## src/rtl/fifo_pkg.sv

```systemverilog
// Shared definitions for the single-clock FIFO family.
package fifo_pkg;

    localparam int FIFO_DATA_BITS_DEFAULT = 8;

    // A FIFO of 2**depth_bits entries needs one extra bit to count from 0 to full.
    function automatic int fifo_level_bits(input int depth_bits);
        return depth_bits + 1;
    endfunction

endpackage

```

## src/rtl/fifo_ram.sv

```systemverilog
// Storage array for the FIFO family: one synchronous write port, one asynchronous read port.
// No reset: contents are meaningless until written, and a flush leaves them untouched.
module fifo_ram #(
    parameter int DATA_BITS = 8,
    parameter int ADDR_BITS = 2
) (
    input  logic                 clock,
    input  logic                 write_en,
    input  logic [ADDR_BITS-1:0] write_addr,
    input  logic [DATA_BITS-1:0] write_data,
    input  logic [ADDR_BITS-1:0] read_addr,
    output logic [DATA_BITS-1:0] read_data
);

    logic [DATA_BITS-1:0] mem [2**ADDR_BITS];

    // Store the accepted write on the rising edge.
    always_ff @(posedge clock) begin
        if (write_en) begin
            mem[write_addr] <= write_data;
        end
    end

    assign read_data = mem[read_addr];

endmodule

```

## src/rtl/fifo_level.sv

```systemverilog
// Single-clock first-word-fall-through FIFO with fill level, almost-full/almost-empty
// flags, synchronous flush and overflow/underflow error outputs.
// Build option: define FIFO_STICKY_ERRORS_EN to make the error outputs sticky until
// error_clear_i; otherwise they are same-cycle pulses and error_clear_i is unused.
module fifo_level
    import fifo_pkg::*;
#(
    parameter int DATA_BITS    = FIFO_DATA_BITS_DEFAULT,
    parameter int DEPTH_BITS   = 2,
    parameter int AFULL_LEVEL  = 3,
    parameter int AEMPTY_LEVEL = 1
) (
    input  logic                                   clock,
    input  logic                                   reset,
    input  logic                                   flush_i,
    input  logic                                   write_i,
    input  logic [DATA_BITS-1:0]                   write_data_i,
    output logic                                   write_ready_o,
    input  logic                                   read_i,
    output logic [DATA_BITS-1:0]                   read_data_o,
    output logic                                   read_ready_o,
    output logic [fifo_level_bits(DEPTH_BITS)-1:0] level_o,
    output logic                                   almost_full_o,
    output logic                                   almost_empty_o,
    input  logic                                   error_clear_i,
    output logic                                   error_overflow_o,
    output logic                                   error_underflow_o
);

    localparam int LB = fifo_level_bits(DEPTH_BITS);
    localparam logic [LB-1:0] CAPACITY = LB'(2 ** DEPTH_BITS);
    localparam logic [LB-1:0] AFULL_L  = LB'(AFULL_LEVEL);
    localparam logic [LB-1:0] AEMPTY_L = LB'(AEMPTY_LEVEL);

    logic [DEPTH_BITS-1:0] wr_ptr;
    logic [DEPTH_BITS-1:0] rd_ptr;
    logic [LB-1:0]         count;
    logic                  full;
    logic                  empty;
    logic                  write_ok;
    logic                  read_ok;
    logic                  overflow_pulse;
    logic                  underflow_pulse;

    // Full gating looks only at registered state, so a concurrent read never frees a slot
    // for a write in the same cycle, and an empty FIFO never bypasses write data to the reader.
    assign full     = (count == CAPACITY);
    assign empty    = (count == '0);
    assign write_ok = write_i & ~full & ~flush_i;
    assign read_ok  = read_i & ~empty & ~flush_i;

    fifo_ram #(
        .DATA_BITS (DATA_BITS),
        .ADDR_BITS (DEPTH_BITS)
    ) u_ram (
        .clock      (clock),
        .write_en   (write_ok),
        .write_addr (wr_ptr),
        .write_data (write_data_i),
        .read_addr  (rd_ptr),
        .read_data  (read_data_o)
    );

    // Pointer and count update; flush empties the FIFO without touching the array.
    always_ff @(posedge clock or posedge reset) begin
        if (reset) begin
            wr_ptr <= '0;
            rd_ptr <= '0;
            count  <= '0;
        end else if (flush_i) begin
            wr_ptr <= '0;
            rd_ptr <= '0;
            count  <= '0;
        end else begin
            if (write_ok) begin
                wr_ptr <= wr_ptr + 1'b1;
            end
            if (read_ok) begin
                rd_ptr <= rd_ptr + 1'b1;
            end
            if (write_ok && !read_ok) begin
                count <= count + 1'b1;
            end else if (read_ok && !write_ok) begin
                count <= count - 1'b1;
            end
        end
    end

    assign write_ready_o  = ~full;
    assign read_ready_o   = ~empty;
    assign level_o        = count;
    assign almost_full_o  = (count >= AFULL_L);
    assign almost_empty_o = (count <= AEMPTY_L);

    assign overflow_pulse  = write_i & full & ~flush_i;
    assign underflow_pulse = read_i & empty & ~flush_i;

`ifdef FIFO_STICKY_ERRORS_EN
    logic sticky_overflow;
    logic sticky_underflow;

    // A new error in the same cycle as a clear wins; only reset clears, not flush.
    always_ff @(posedge clock or posedge reset) begin
        if (reset) begin
            sticky_overflow  <= 1'b0;
            sticky_underflow <= 1'b0;
        end else begin
            if (overflow_pulse) begin
                sticky_overflow <= 1'b1;
            end else if (error_clear_i) begin
                sticky_overflow <= 1'b0;
            end
            if (underflow_pulse) begin
                sticky_underflow <= 1'b1;
            end else if (error_clear_i) begin
                sticky_underflow <= 1'b0;
            end
        end
    end

    assign error_overflow_o  = overflow_pulse | sticky_overflow;
    assign error_underflow_o = underflow_pulse | sticky_underflow;
`else
    logic unused_error_clear;
    assign unused_error_clear = error_clear_i;

    assign error_overflow_o  = overflow_pulse;
    assign error_underflow_o = underflow_pulse;
`endif

endmodule

```

## config.mk

```make
export PLATFORM = sky130hd
export DESIGN_NAME = fifo_level
export DESIGN_NICKNAME = d
export VERILOG_FILES = /design/src/rtl/fifo_pkg.sv /design/src/rtl/fifo_ram.sv /design/src/rtl/fifo_level.sv
export SDC_FILE = /design/constraint.sdc
export NUM_CORES = 1
export LEC_CHECK = 0
export BUFFER_PORTS_ARGS = -buffer_cell sky130_fd_sc_hd__clkbuf_2
export CORE_MARGIN = 3
export CORE_UTILIZATION = 49
export CTS_CLUSTER_DIAMETER = 80
export DETAILED_ROUTE_END_ITERATION = 8
export PLACE_DENSITY = 0.71
export SLEW_MARGIN = 20
export SYNTH_ARGS = -nofsm -noshare
export SYNTH_HDL_FRONTEND = slang
export SYNTH_SLANG_ARGS = --single-unit
```

## constraint.sdc

```tcl
create_clock -name clock -period 1.5 [get_ports clock]
set_input_delay 0.15 -clock clock [delete_from_list [all_inputs] [get_ports clock]]
set_output_delay 0.15 -clock clock [all_outputs]
set_load 0.01 [all_outputs]
```

==> summary.md, run 1 <==
| Metric | Value |
|---|---|
| Initial Util | 51.9% |
| Die X | 66.1 µm |
| CTS tree | built |
| Worst setup EP type | output port |
| Reg2Reg Depth | 7 |
| Clock-pin slew on the worst setup and hold paths | 110 ps |
| Mux cell area share after synthesis | 11.6% |
| Num CTS Buffers | 5 |
| Gr usage total | 16.4% |
| Fill cells | 253 |
| Crit path to | error_underflow_o |
| Worst path depth | 5 |
| Avg Inst Size Synth | 16.4 µm² |
| Reg area | 1140 µm² |
| Core Region | 3420 µm² |
| DRT iter0 DRCs | 50 |
| Library cells used by synthesis | 33 |
| Slowest cell on the critical path | dfrtp_1 |
| Layout Skew | 4.62 ps |
| Aggregate routed wire length | 3160 µm |
| Worst hold start | write_data_i[3] |
| Post-Syn Instances | 108 |
| Number of nets in the layout | 181 |
| Most common cell in the synthesized netlist | edfxtp_1 |
| Xor/xnor share of the synthesized area | 2.47% |
| Crit-path max cell delay | 410 ps |
| Required time worst endpoint | 1350 ps |
| Post-DRT Antenna Nets | 0 |
| Initial antenna violation count | 0 |
| Sequential cell area fraction in the yosys report | 64.1% |
| Largest family of logic cells by synthesized area | multiplexers |
| Syn. warnings | 0 |
| EDFF count, synth | 32 |
| Reg-to-reg critical path startpoint | level_o[1] |
| RePlAce Congestion | 0.818 |
| Failing checks | setup timing |
| Simple-gate portion of the synthesized area | 9.39% |
| Most used DFF post-synth | edfxtp_1 |
| Final setup violation count | 17 |
| Synth cell count leaders | 32 x edfxtp_1, 9 x ha_1, 8 x mux4_2, 7 x dfrtp_1, 7 x nor2_1 |
| Reg2reg setup slack | -170 ps |
| P per Cell Area | 1700 nW/µm² |
| Via-to-Cell Ratio | 5.16 |
| Largest cells by area after synthesis | edfxtp_1 54%, mux4_2 10%, dfrtp_1 9.9% |
| Min cycle time layout | 1720 ps |
| Worst slew pin tran | 435 ps |
| Post-route cell area | 2300 µm² |
| Worst Path Arrival | 1570 ps |
| Hold Violations, Final | 0 |
| Syn nets | 131 |
| Vias in the first global route | 1054 |
| Clk root buf | clkbuf_4 |
| Global-route wire length before repair | 5100 µm |
| Max-slew violation count | 0 |
| CP Launch Point | level_o[1] |
| DRC viols | 0 |
| RSZ-0062 raised after global routing | yes |
| Fin Setup TNS | -2790 ps |
| Crit path max fanout | 3 |
| CP startpoint kind | flip-flop |
| Die height | 66.1 µm |
| I/O pins | 31 |
| Area growth, synth to finish | 29.8% |
| Status | finished with violations |
| #FFs+latches synth | 39 |
| Mapped Area | 1770 µm² |
| ANT cells | 0 |
| Die area | 4370 µm² |
| WL/cell | 15.4 µm |
| Top cell type's share of synthesized area | 54.2% |
| Initial DRT Pass Iterations | 4 |
| Synth Area in Adders | 6.36% |
| Post-place instance area | 2040 µm² |
| Share of cells above drive strength 1 | 50.9% |
| R2r endpoint | level_o[2] |
| Slew HR | 71.0% |
| Hpwl dp | 2090 µm |
| WP buf/inv | 2 |
| Via count | 1058 |
| Post-synthesis compound-gate area fraction | 3.04% |
| Max cap viols | 0 |
| Critical path type | reg2out |
| FP Rows | 21 |
| Top delay family on crit path | simple AND/OR/NAND/NOR gates |
| Final worst path period share | 114% |
| Hold Path Class | in2reg |
| Clock Tree Buf Depth | 2 |
| Sink Count | 39 |
| Crit-path cells | inv_2, ha_4, or2b_4, nor3b_2, buf_2 |
| Leading area contributor after synthesis | edfxtp_1 |
| Largest net degree at the start of global routing | 13 |
| Async S/R FF share, synth | 17.9% |
| Port Buffers | 29 |
| H-tree Lvls | 2 |
| Area occupied by multi-input gates | 654 µm² |
| FMAX | 0.583 GHz |
| Worst setup margin | -215 ps |
| Leakage power | 0.901 nW |
| Max VDD drop | 0.00102 V |
| GRT Residual Overflow | 0 |
| Clk_lat worst skew | 340 ps |
[final cells by class]
class | count | share of cell area, %
Clock buffer | 6 | 1.80
Inverter | 6 | 0.979
Tap cell | 46 | 2.50
Multi-Input combinational cell | 59 | 28.5
Sequential cell | 39 | 49.5
Clock inverter | 2 | 2.61
Timing Repair Buffer | 47 | 14.1
[how the worst min path moves through the flow]
stage                                  to  slack, ps  cells past startpoint
after detailed placement        wr_ptr[1]         80                      2
after global routing      u_ram.mem[0][7]          2                      1
final                     u_ram.mem[1][3]         20                      1
after CTS                 u_ram.mem[0][6]          7                      1
after global placement          wr_ptr[1]         80                      2
after floorplan                level_o[1]        -50                      1
[metrics by stage]
stage | worst slack (ps) | hold slack [ps] | power, W | util, % | instances
after global routing | -295 | 2.50 | 0.00414 | 67.3 | 205
after CTS | -226 | 6.74 | 0.00382 | 65.7 | 203
after floorplan | 3.94 | -46.7 | 0.00225 | - | 108
after detailed placement | -127 | 83.3 | 0.00274 | 59.6 | 187
after global placement | -11.9 | 84.1 | 0.00269 | 59.6 | 187
final | -215 | 19.2 | 0.00391 | 67.3 | 205
[flip-flops by register name, indices dropped and copies added, names as in the netlist]
register / count
level_o: 3
rd_ptr: 2
u_ram.mem: 32
wr_ptr: 2
[worst register-to-register path, cell delays in order (launching register included)]
cell and delay (ps):
dfrtp_1 410, inv_2 80, ha_4 150, buf_4 130, and2b_1 210, a221oi_4 300, nand4_1 130, a31oi_1 170
[power breakdown]
group / switching, W / internal, W
logic: 0.000754 / 0.000929
clock network: 0.000321 / 0.000520
registers: 0.0000987 / 0.00129
total: 0.00117 / 0.00274
[layout by cell type (no fill, tap or decap), types with 2 or more instances in the layout]
| master | netlist | routed |
|---|---|---|
| edfxtp_1 | 32 | 32 |
| clkbuf_2 | 0 | 25 |
| buf_4 | 0 | 11 |
| mux4_2 | 8 | 8 |
| nor2_1 | 7 | 7 |
| ha_1 | 9 | 7 |
| buf_6 | 2 | 6 |
| clkbuf_4 | 0 | 5 |
| dfrtp_1 | 7 | 5 |
| inv_1 | 6 | 4 |
| and3_4 | 0 | 4 |
| nand2_1 | 4 | 3 |
| xnor2_1 | 3 | 3 |
| nand2b_1 | 2 | 2 |
| inv_2 | 0 | 2 |
| xor2_1 | 2 | 2 |
| bufinv_16 | 0 | 2 |
| dlygate4sd3_1 | 0 | 2 |
| dfrtp_2 | 0 | 2 |
| buf_2 | 1 | 2 |
[cell families after synthesis]
group / Yosys count
AOI/OAI and AO/OA: 7
xor gates and xnor gates: 5
DFF: 39
buffers and inverters: 10
adders and majority gates: 9
muxes: 10
and+or+nand+nor: 28
[per-layer routing]
metal	part of all wire (%)	routed length (µm)	global-route usage, %
met5	0	0	0
met4	1.5	49	7.61
met3	5.0	159	5.10
met2	51	1630	26.3
met1	42	1330	20.1
[what timing repair did]
item,4_1_cts,5_1_grt
buffers inserted,7,1
gates cloned,0,0
hold endpoints to repair,7,1
pin swaps,5,7
resized for setup,11,13
hold buffers,1,1
setup endpoints to repair,17,51
No activity file was read; power rests on OpenSTA's default activity.
==> run 2, diff against run 1 <==
Settings changed: ABC_AREA from default to 1, HOLD_SLACK_MARGIN from default to 0.12.
==> run 2 against run 1 <==
- die area rose by 1.7%
- critical endpoint is now almost_full_o
- the flow still finishes with violations (setup timing)
- utilization is 6.6 points higher
- clock power is 2.5% higher
- sequential power shrank 8%
- power decreased by 20%
- critical path depth up 1
- largest cell class unchanged
- worst hold slack gained 160 ps
- cell count rose by 33%
- critical path type unchanged
- clock-buffer cell count decreased by 1
==> summary.md, run 2 <==
| Metric | Value |
|---|---|
| Largest net degree at the start of global routing | 14 (+1) |
| Max-slew violation count | 0 (unchanged) |
| Top cell type's share of synthesized area | 53.3% (-0.98 points) |
| Reg-to-reg critical path startpoint | level_o[1] |
| P per Cell Area | 1230 nW/µm² (-28%) |
| EDFF count, synth | 32 (unchanged) |
| H-tree Lvls | 2 (unchanged) |
| Clock Tree Buf Depth | 2 (unchanged) |
| Initial antenna violation count | 0 (unchanged) |
| Min cycle time layout | 1590 ps (-127 ps) |
| Worst setup margin | -88.5 ps (+127 ps) |
| Leading area contributor after synthesis | edfxtp_1 |
| FP Rows | 21 (unchanged) |
| Final setup violation count | 2 (-15) |
| Most common cell in the synthesized netlist | edfxtp_1 |
| Most used DFF post-synth | edfxtp_1 |
| #FFs+latches synth | 39 (unchanged) |
| Worst hold start | flush_i |
| Global-route wire length before repair | 6080 µm (+19%) |
| Syn. warnings | 0 (unchanged) |
| CP startpoint kind | flip-flop |
| Via-to-Cell Ratio | 5.21 (+0.93%) |
| Post-route cell area | 2550 µm² (+11%) |
| Largest family of logic cells by synthesized area | simple AND/OR/NAND/NOR gates |
| Gr usage total | 19.3% (+3.0 points) |
| Hold Violations, Final | 0 (unchanged) |
| Die height | 66.7 µm (+0.83%) |
| Worst Path Arrival | 1440 ps (-130 ps) |
| Commonest non-fill, non-tap cell in the layout | edfxtp_1 |
| FMAX | 0.630 GHz (+8.0%) |
| Reg area | 1140 µm² (-0.11%) |
| Top cell by count, worst path | ha_4 |
| Area occupied by multi-input gates | 693 µm² (+5.9%) |
| Avg Inst Size Synth | 11.1 µm² (-32%) |
| Crit path max fanout | 3 (unchanged) |
| Failing checks | setup timing |
| Max reg flops | 32 (unchanged) |
| Aggregate routed wire length | 4160 µm (+32%) |
| DRT iter0 DRCs | 86 (+72%) |
| Most flops, register | u_ram.mem |
| Sequential cell area fraction in the yosys report | 63.0% (-1.2 points) |
| Post-Syn Instances | 162 (+50%) |
| Crit path to | almost_full_o |
| Max VDD drop | 0.000649 V (-37%) |
| Slew HR | 79.0% (+8.0 points) |
| Layout Skew | 7.18 ps (+2.56 ps) |
| Max cap viols | 0 (unchanged) |
| Reg2Reg Depth | 6 (-1) |
| Mux cell area share after synthesis | 0% (-12 points) |
| Initial Util | 52.4% (+0.55 points) |
| I/O pins | 31 (unchanged) |
| Most frequent cells in the layout | 32 x edfxtp_1, 19 x nor2_1, 18 x clkbuf_2 |
| Fill cells | 229 (-9.5%) |
| Critical path type | reg2out |
| WL/cell | 15.3 µm (-1.1%) |
| Die area | 4450 µm² (+1.7%) |
| Vias in the first global route | 1353 (+28%) |
| CTS tree | built |
| Crit-path max cell delay | 420 ps (about the same) |
| Share of cells above drive strength 1 | 42.5% (-8.5 points) |
| Mapped Area | 1800 µm² (+1.8%) |
| Die X | 66.7 µm (+0.83%) |
| Async S/R FF share, synth | 17.9% (unchanged) |
| Initial DRT Pass Iterations | 4 (unchanged) |
| Clk root buf | clkbuf_8 |
| Core Region | 3440 µm² (+0.77%) |
| Final Power | 0.00314 W (-20%) |
| Final worst path period share | 106% (-8.5 points) |
| Util after Layout | 74.0% (+6.6 points) |
| Worst slew pin tran | 314 ps (-121 ps) |
| Synth cell count leaders | 32 x edfxtp_1, 28 x nor2_1, 21 x o21ai_0, 19 x nand2_1, 15 x inv_1 |
| Hold Path Class | in2reg |
| RePlAce Congestion | 0.811 (-0.97%) |
| Reg2reg setup slack | 10 ps (+180 ps) |
| Clock-pin slew on the worst setup and hold paths | 70 ps (-40 ps) |
| Post-DRT Antenna Nets | 0 (unchanged) |
| R2r endpoint | u_ram.mem[2][1] |
| Worst path depth | 6 (+1) |
| Status | finished with violations |
| WP buf/inv | 2 (unchanged) |
| Post-place instance area | 2100 µm² (+3.4%) |
| Required time worst endpoint | 1350 ps (about the same) |
| CP Launch Point | level_o[0] |
| Library cells used by synthesis | 20 (-39%) |
| DRC viols | 0 (unchanged) |
| Hpwl dp | 2520 µm (+20%) |
| Synth Area in Adders | 6.24% (-0.11 points) |
| Simple-gate portion of the synthesized area | 14.8% (+5.4 points) |
| Syn nets | 185 (+41%) |
| Sink Count | 39 (unchanged) |
| Slowest cell on the critical path | dfrtp_2 |
| Post-synthesis compound-gate area fraction | 9.92% (+6.9 points) |
| Worst setup EP type | output port |
| Xor/xnor share of the synthesized area | 0.485% (-2.0 points) |
| Via count | 1422 (+34%) |
| Largest cells by area after synthesis | edfxtp_1 53%, dfrtp_1 9.7%, ha_1 6.2% |
| Crit-path cells | buf_6, ha_4, ha_4, nor2_2, o21ai_1, buf_2 |
| RSZ-0062 raised after global routing | yes |
| Num CTS Buffers | 5 (unchanged) |
| Leakage power | 1.07 nW (+19%) |
| Number of nets in the layout | 248 (+37%) |
| Port Buffers | 29 (unchanged) |
| Clk_lat worst skew | 290 ps (-50 ps) |
| GRT Residual Overflow | 0 (unchanged) |
| Top delay family on crit path | flip-flops |
| Area growth, synth to finish | 41.1% |
run 2: changes by cell type after synthesis, moves of 8 or more:
cell / previous run / this run
mux4_2: 8 / 0
inv_1: 6 / 15
nand2_1: 4 / 19
nor2_1: 7 / 28
o22ai_1: 0 / 8
o21ai_0: 1 / 21
run 2: cell families after synthesis:
logic type / count (synthesis)
AO/OA/AOI/OAI: 33
XOR/XNOR: 1
adder cells (fa/ha/maj): 9
buffers and inverters: 23
flip-flops: 39
AND/OR/NAND/NOR: 57
run 2: layout make-up:
class	count	area share, %
Sequential cell	39	44.7
Multi-Input combinational cell	100	27.2
Antenna cell	1	0.0983
Timing Repair Buffer	60	18.3
Clock buffer	5	2.70
Inverter	19	3.00
Clock inverter	3	1.72
Tap cell	46	2.26
run 2: tightest hold or removal path, delay by kind of cell:
family | cells | cell delay, ps
AND/OR/NAND/NOR | 2 | 100
buffers and inverters | 1 | 130
AO/OA/AOI/OAI | 1 | 50
run 2: layer usage:
layer	vias up	part of all wire, %	global-route usage (%)
li1	679	-	-
met1	685	39	21.3
met2	44	54	34.8
met3	14	4.2	4.55
met4	0	3.0	8.88
met5	-	0	0
run 2: worst min path at each step:
| stage | to | slack [ps] | depth (start not counted) |
|---|---|---|---|
| 3_3_place_gp | rd_ptr[1] | 80 | 2 |
| 3_5_place_dp | rd_ptr[1] | 90 | 2 |
| 5_1_grt | level_o[0] | 200 | 4 |
| 4_1_cts | level_o[0] | 150 | 4 |
| 2_1_floorplan | level_o[1] | -50 | 1 |
| 6_report | level_o[0] | 180 | 4 |
run 2: stage by stage:
| step | hold slack [ps] | std cells | TNS, ps | setup slack, ps |
|---|---|---|---|---|
| floorplan | -46.7 | 162 | 0 | 18.0 |
| global placement | 82.9 | 244 | 0 | 46.7 |
| detailed placement | 92.7 | 244 | 0 | 21.7 |
| CTS | 149 | 262 | -58.4 | -58.4 |
| global route | 201 | 272 | -1560 | -157 |
| finish | 177 | 273 | -88.8 | -88.5 |
run 2: what timing repair did:
item                                    CTS  global route
gates cloned                              0             1
gates resized for setup                   9            46
endpoints found under the hold margin    39             0
pin swaps                                 2            18
endpoints found under the setup margin   11            42
buffers inserted                          2             9
hold buffers                              9             0
run 2: report_power, final:
part / leakage, nW / switching, W / internal [W] / total [W]
Clock: 0.0581 / 0.000367 / 0.000495 / 0.000862
Combinational: 0.627 / 0.000565 / 0.000438 / 0.00100
Sequential: 0.383 / 0.0000370 / 0.00124 / 0.00128
==> run 3, diff against run 2 <==
Settings changed: CORE_UTILIZATION 49 to 52, CTS_BUF_LIST from default to sky130_fd_sc_hd__clkbuf_8, MAX_ROUTING_LAYER from default to met4, PLACE_DENSITY 0.71 to 0.75.
==> run 3 against run 2 <==
- clock-buffer cell count unchanged
- power up 2.8%
- fmax up 1.4%
- sequential power about the same
- critical path type unchanged
- clock power down 2.7%
- the run still ends with setup timing left
- wire length up 8.1%
- first-iteration DRC count up 9.3%
- register-to-register slack worse by 80 ps
- cell area up 1.8%
- critical path depth unchanged
==> summary.md, run 3 (same netlist as run 2, synthesis figures left out) <==
| Metric | Value |
|---|---|
| Hold_ws | 175 ps (-2.07 ps) |
| FMAX | 0.638 GHz (+1.4%) |
| Worst hold start | read_i |
| I/O pins | 31 (unchanged) |
| Vias in the first global route | 1431 (+5.8%) |
| CP Launch Point | level_o[0] |
| Crit-path max cell delay | 420 ps (about the same) |
| Sink Count | 39 (unchanged) |
| Via-to-Cell Ratio | 5.50 (+5.6%) |
| RSZ-0062 raised after global routing | yes |
| Via count | 1441 (+1.3%) |
| DRT iter0 DRCs | 94 (+9.3%) |
| Max cap viols | 0 (unchanged) |
| Global-route wire length before repair | 6350 µm (+4.5%) |
| Aggregate routed wire length | 4500 µm (+8.1%) |
| Final setup violation count | 14 (+12) |
| Clock-pin slew on the worst setup and hold paths | 80 ps (about the same) |
| Largest net degree at the start of global routing | 19 (+5) |
| GRT Residual Overflow | 0 (unchanged) |
| Number of nets in the layout | 240 (-3.2%) |
| Worst Path Arrival | 1420 ps (-20 ps) |
| Final worst path period share | 104% (-1.4 points) |
| WP buf/inv | 2 (unchanged) |
| Required time worst endpoint | 1350 ps (about the same) |
| Initial DRT Pass Iterations | 4 (unchanged) |
| Clk_lat worst skew | 290 ps (about the same) |
| Max VDD drop | 0.000801 V (+23%) |
| Port Buffers | 29 (unchanged) |
| Fill cells | 177 (-23%) |
| Hold endpoint | rd_ptr[0] |
| Die height | 64.9 µm (-2.7%) |
| Initial antenna violation count | 0 (unchanged) |
| Die X | 64.9 µm (-2.7%) |
| Switching share of power | 31.8% (+0.97 points) |
| Non-filler cells, final | 262 (-4.0%) |
| Sequential share of power | 39.7% (-1.0 points) |
| Area growth, synth to finish | 43.7% |
| Post-DRT Antenna Nets | 0 (unchanged) |
| Hold Violations, Final | 0 (unchanged) |
| Die area | 4210 µm² (-5.3%) |
| Hpwl dp | 2540 µm (+1.1%) |
| Layout Skew | 7.45 ps (+0.268 ps) |
| Net switching power figure | 0.00103 W (+6.0%) |
| FP Rows | 20 (-4.8%) |
| Commonest non-fill, non-tap cell in the layout | edfxtp_1 |
| H-tree Lvls | 2 (unchanged) |
| Status | finished with violations |
| Fin Setup TNS | -226 ps (-138 ps) |
| Reg-to-reg critical path startpoint | level_o[1] |
| Min cycle time layout | 1570 ps (-21.4 ps) |
| CTS tree | built |
| P per Cell Area | 1250 nW/µm² (+0.94%) |
| Max-slew violation count | 0 (unchanged) |
| Max reg flops | 32 (unchanged) |
| CP startpoint kind | flip-flop |
| Worst setup margin | -67.1 ps (+21.4 ps) |
| Slowest cell on the critical path | dfrtp_2 |
| ANT cells | 0 (-1) |
| Critical path type | reg2out |
| Hold Path Class | in2reg |
| Worst slew pin tran | 309 ps (-5.13 ps) |
| Clk pwr share | 26.0% (-1.4 points) |
| Crit path max fanout | 3 (unchanged) |
| Worst setup EP type | output port |
| Core Region | 3180 µm² (-7.7%) |
| Initial Util | 56.8% (+4.4 points) |
| RePlAce Congestion | 0.846 (+4.4%) |
| Cell internal pwr | 0.00220 W (+1.3%) |
| Leakage power | 1.05 nW (-1.5%) |
| WL/cell | 17.2 µm (+13%) |
| Clock Tree Buf Depth | 2 (unchanged) |
| Post-route cell area | 2590 µm² (+1.8%) |
| Top cell by count, worst path | ha_4 |
| Placed cells | 240 (-1.6%) |
| Hold depth | 3 (-1) |
| Clk root buf | clkbuf_8 |
| Failing checks | setup timing |
| Place WS | 40.1 ps (+18.4 ps) |
| Share of cells above drive strength 1 | 48.2% (+5.7 points) |
| Reg2reg setup slack | -70 ps (-80 ps) |
| Reg2Reg Depth | 11 (+5) |
| Num CTS Buffers | 5 (unchanged) |
| Crit-path cells | buf_6, ha_4, ha_4, nor2_1, o21ai_1, buf_2 |
| Most flops, register | u_ram.mem |
| R2r endpoint | level_o[1] |
| Top delay family on crit path | flip-flops |
| Comb pwr share | 34.3% (+2.4 points) |
| Post-place instance area | 2100 µm² (-0.24%) |
| Slew HR | 79.3% (+0.32 points) |
| Most frequent cells in the layout | 32 x edfxtp_1, 17 x clkbuf_2, 14 x nand2_1, 14 x nor2_1 |
| DRC viols | 0 (unchanged) |
| Gr usage total | 21.0% (+1.7 points) |
[run 3: per-stage QoR]
step	power (W)	utilization [%]
2_1_floorplan	0.00179	-
3_3_place_gp	0.00206	66.1
3_5_place_dp	0.00210	66.1
4_1_cts	0.00302	74.6
5_1_grt	0.00338	81.6
6_report	0.00323	81.6
[run 3: worst reg2reg max path: stages, from the launching register on]
cell and delay (ps):
dfrtp_1 390, inv_2 90, ha_4 190, nand2_4 70, buf_6 130, inv_4 50
nor2_8 130, nand3_1 130, nand2_2 100, inv_1 50, nand2_1 80, nand2_1 60
[run 3: layout make-up]
class / count / area (µm²) / share of cell area, %
Clock buffer: 5 / 68.8 / 2.65
Clock inverter: 3 / 38.8 / 1.50
Inverter: 19 / 76.3 / 2.94
Multi-Input combinational cell: 100 / 801 / 30.9
Sequential cell: 39 / 1140 / 43.9
Tap cell: 44 / 55.1 / 2.12
Timing Repair Buffer: 52 / 415 / 16.0
[run 3: how the worst max path moves through the flow]
stage                       to  slack, ps  cells past startpoint
4_1_cts          almost_full_o        -50                      6
2_1_floorplan  u_ram.mem[0][0]         20                      5
3_5_place_dp        level_o[1]         40                     12
3_3_place_gp   u_ram.mem[0][2]         50                      5
6_report         almost_full_o        -70                      6
5_1_grt          almost_full_o       -160                      6
[run 3: layer usage]
metal / global-route usage, % / share of wire, % / routed length [µm]
met1: 21.4 / 36 / 1610
met2: 37.0 / 54 / 2430
met3: 5.37 / 7.0 / 316
met4: 11.1 / 3.2 / 146
met5: - / 0 / 0
[run 3: repair_timing]
| item | in CTS | in global routing |
|---|---|---|
| buffers inserted | 1 | 3 |
| cloned | 0 | 1 |
| setup endpoints to repair | 11 | 47 |
| pin swaps | 4 | 20 |
| gates resized for setup | 14 | 66 |
| endpoints found under the hold margin | 39 | 0 |
| hold buffers | 9 | 0 |
[run 3: power by group through the flow]
stage | registers [W] | clock network, W | logic (W)
5_1_grt | 0.00129 | 0.000898 | 0.00120
4_1_cts | 0.00128 | 0.000848 | 0.000895
3_5_place_dp | 0.00130 | 0 | 0.000804
3_3_place_gp | 0.00129 | 0 | 0.000770
6_report | 0.00128 | 0.000839 | 0.00111
2_1_floorplan | 0.00130 | 0 | 0.000489
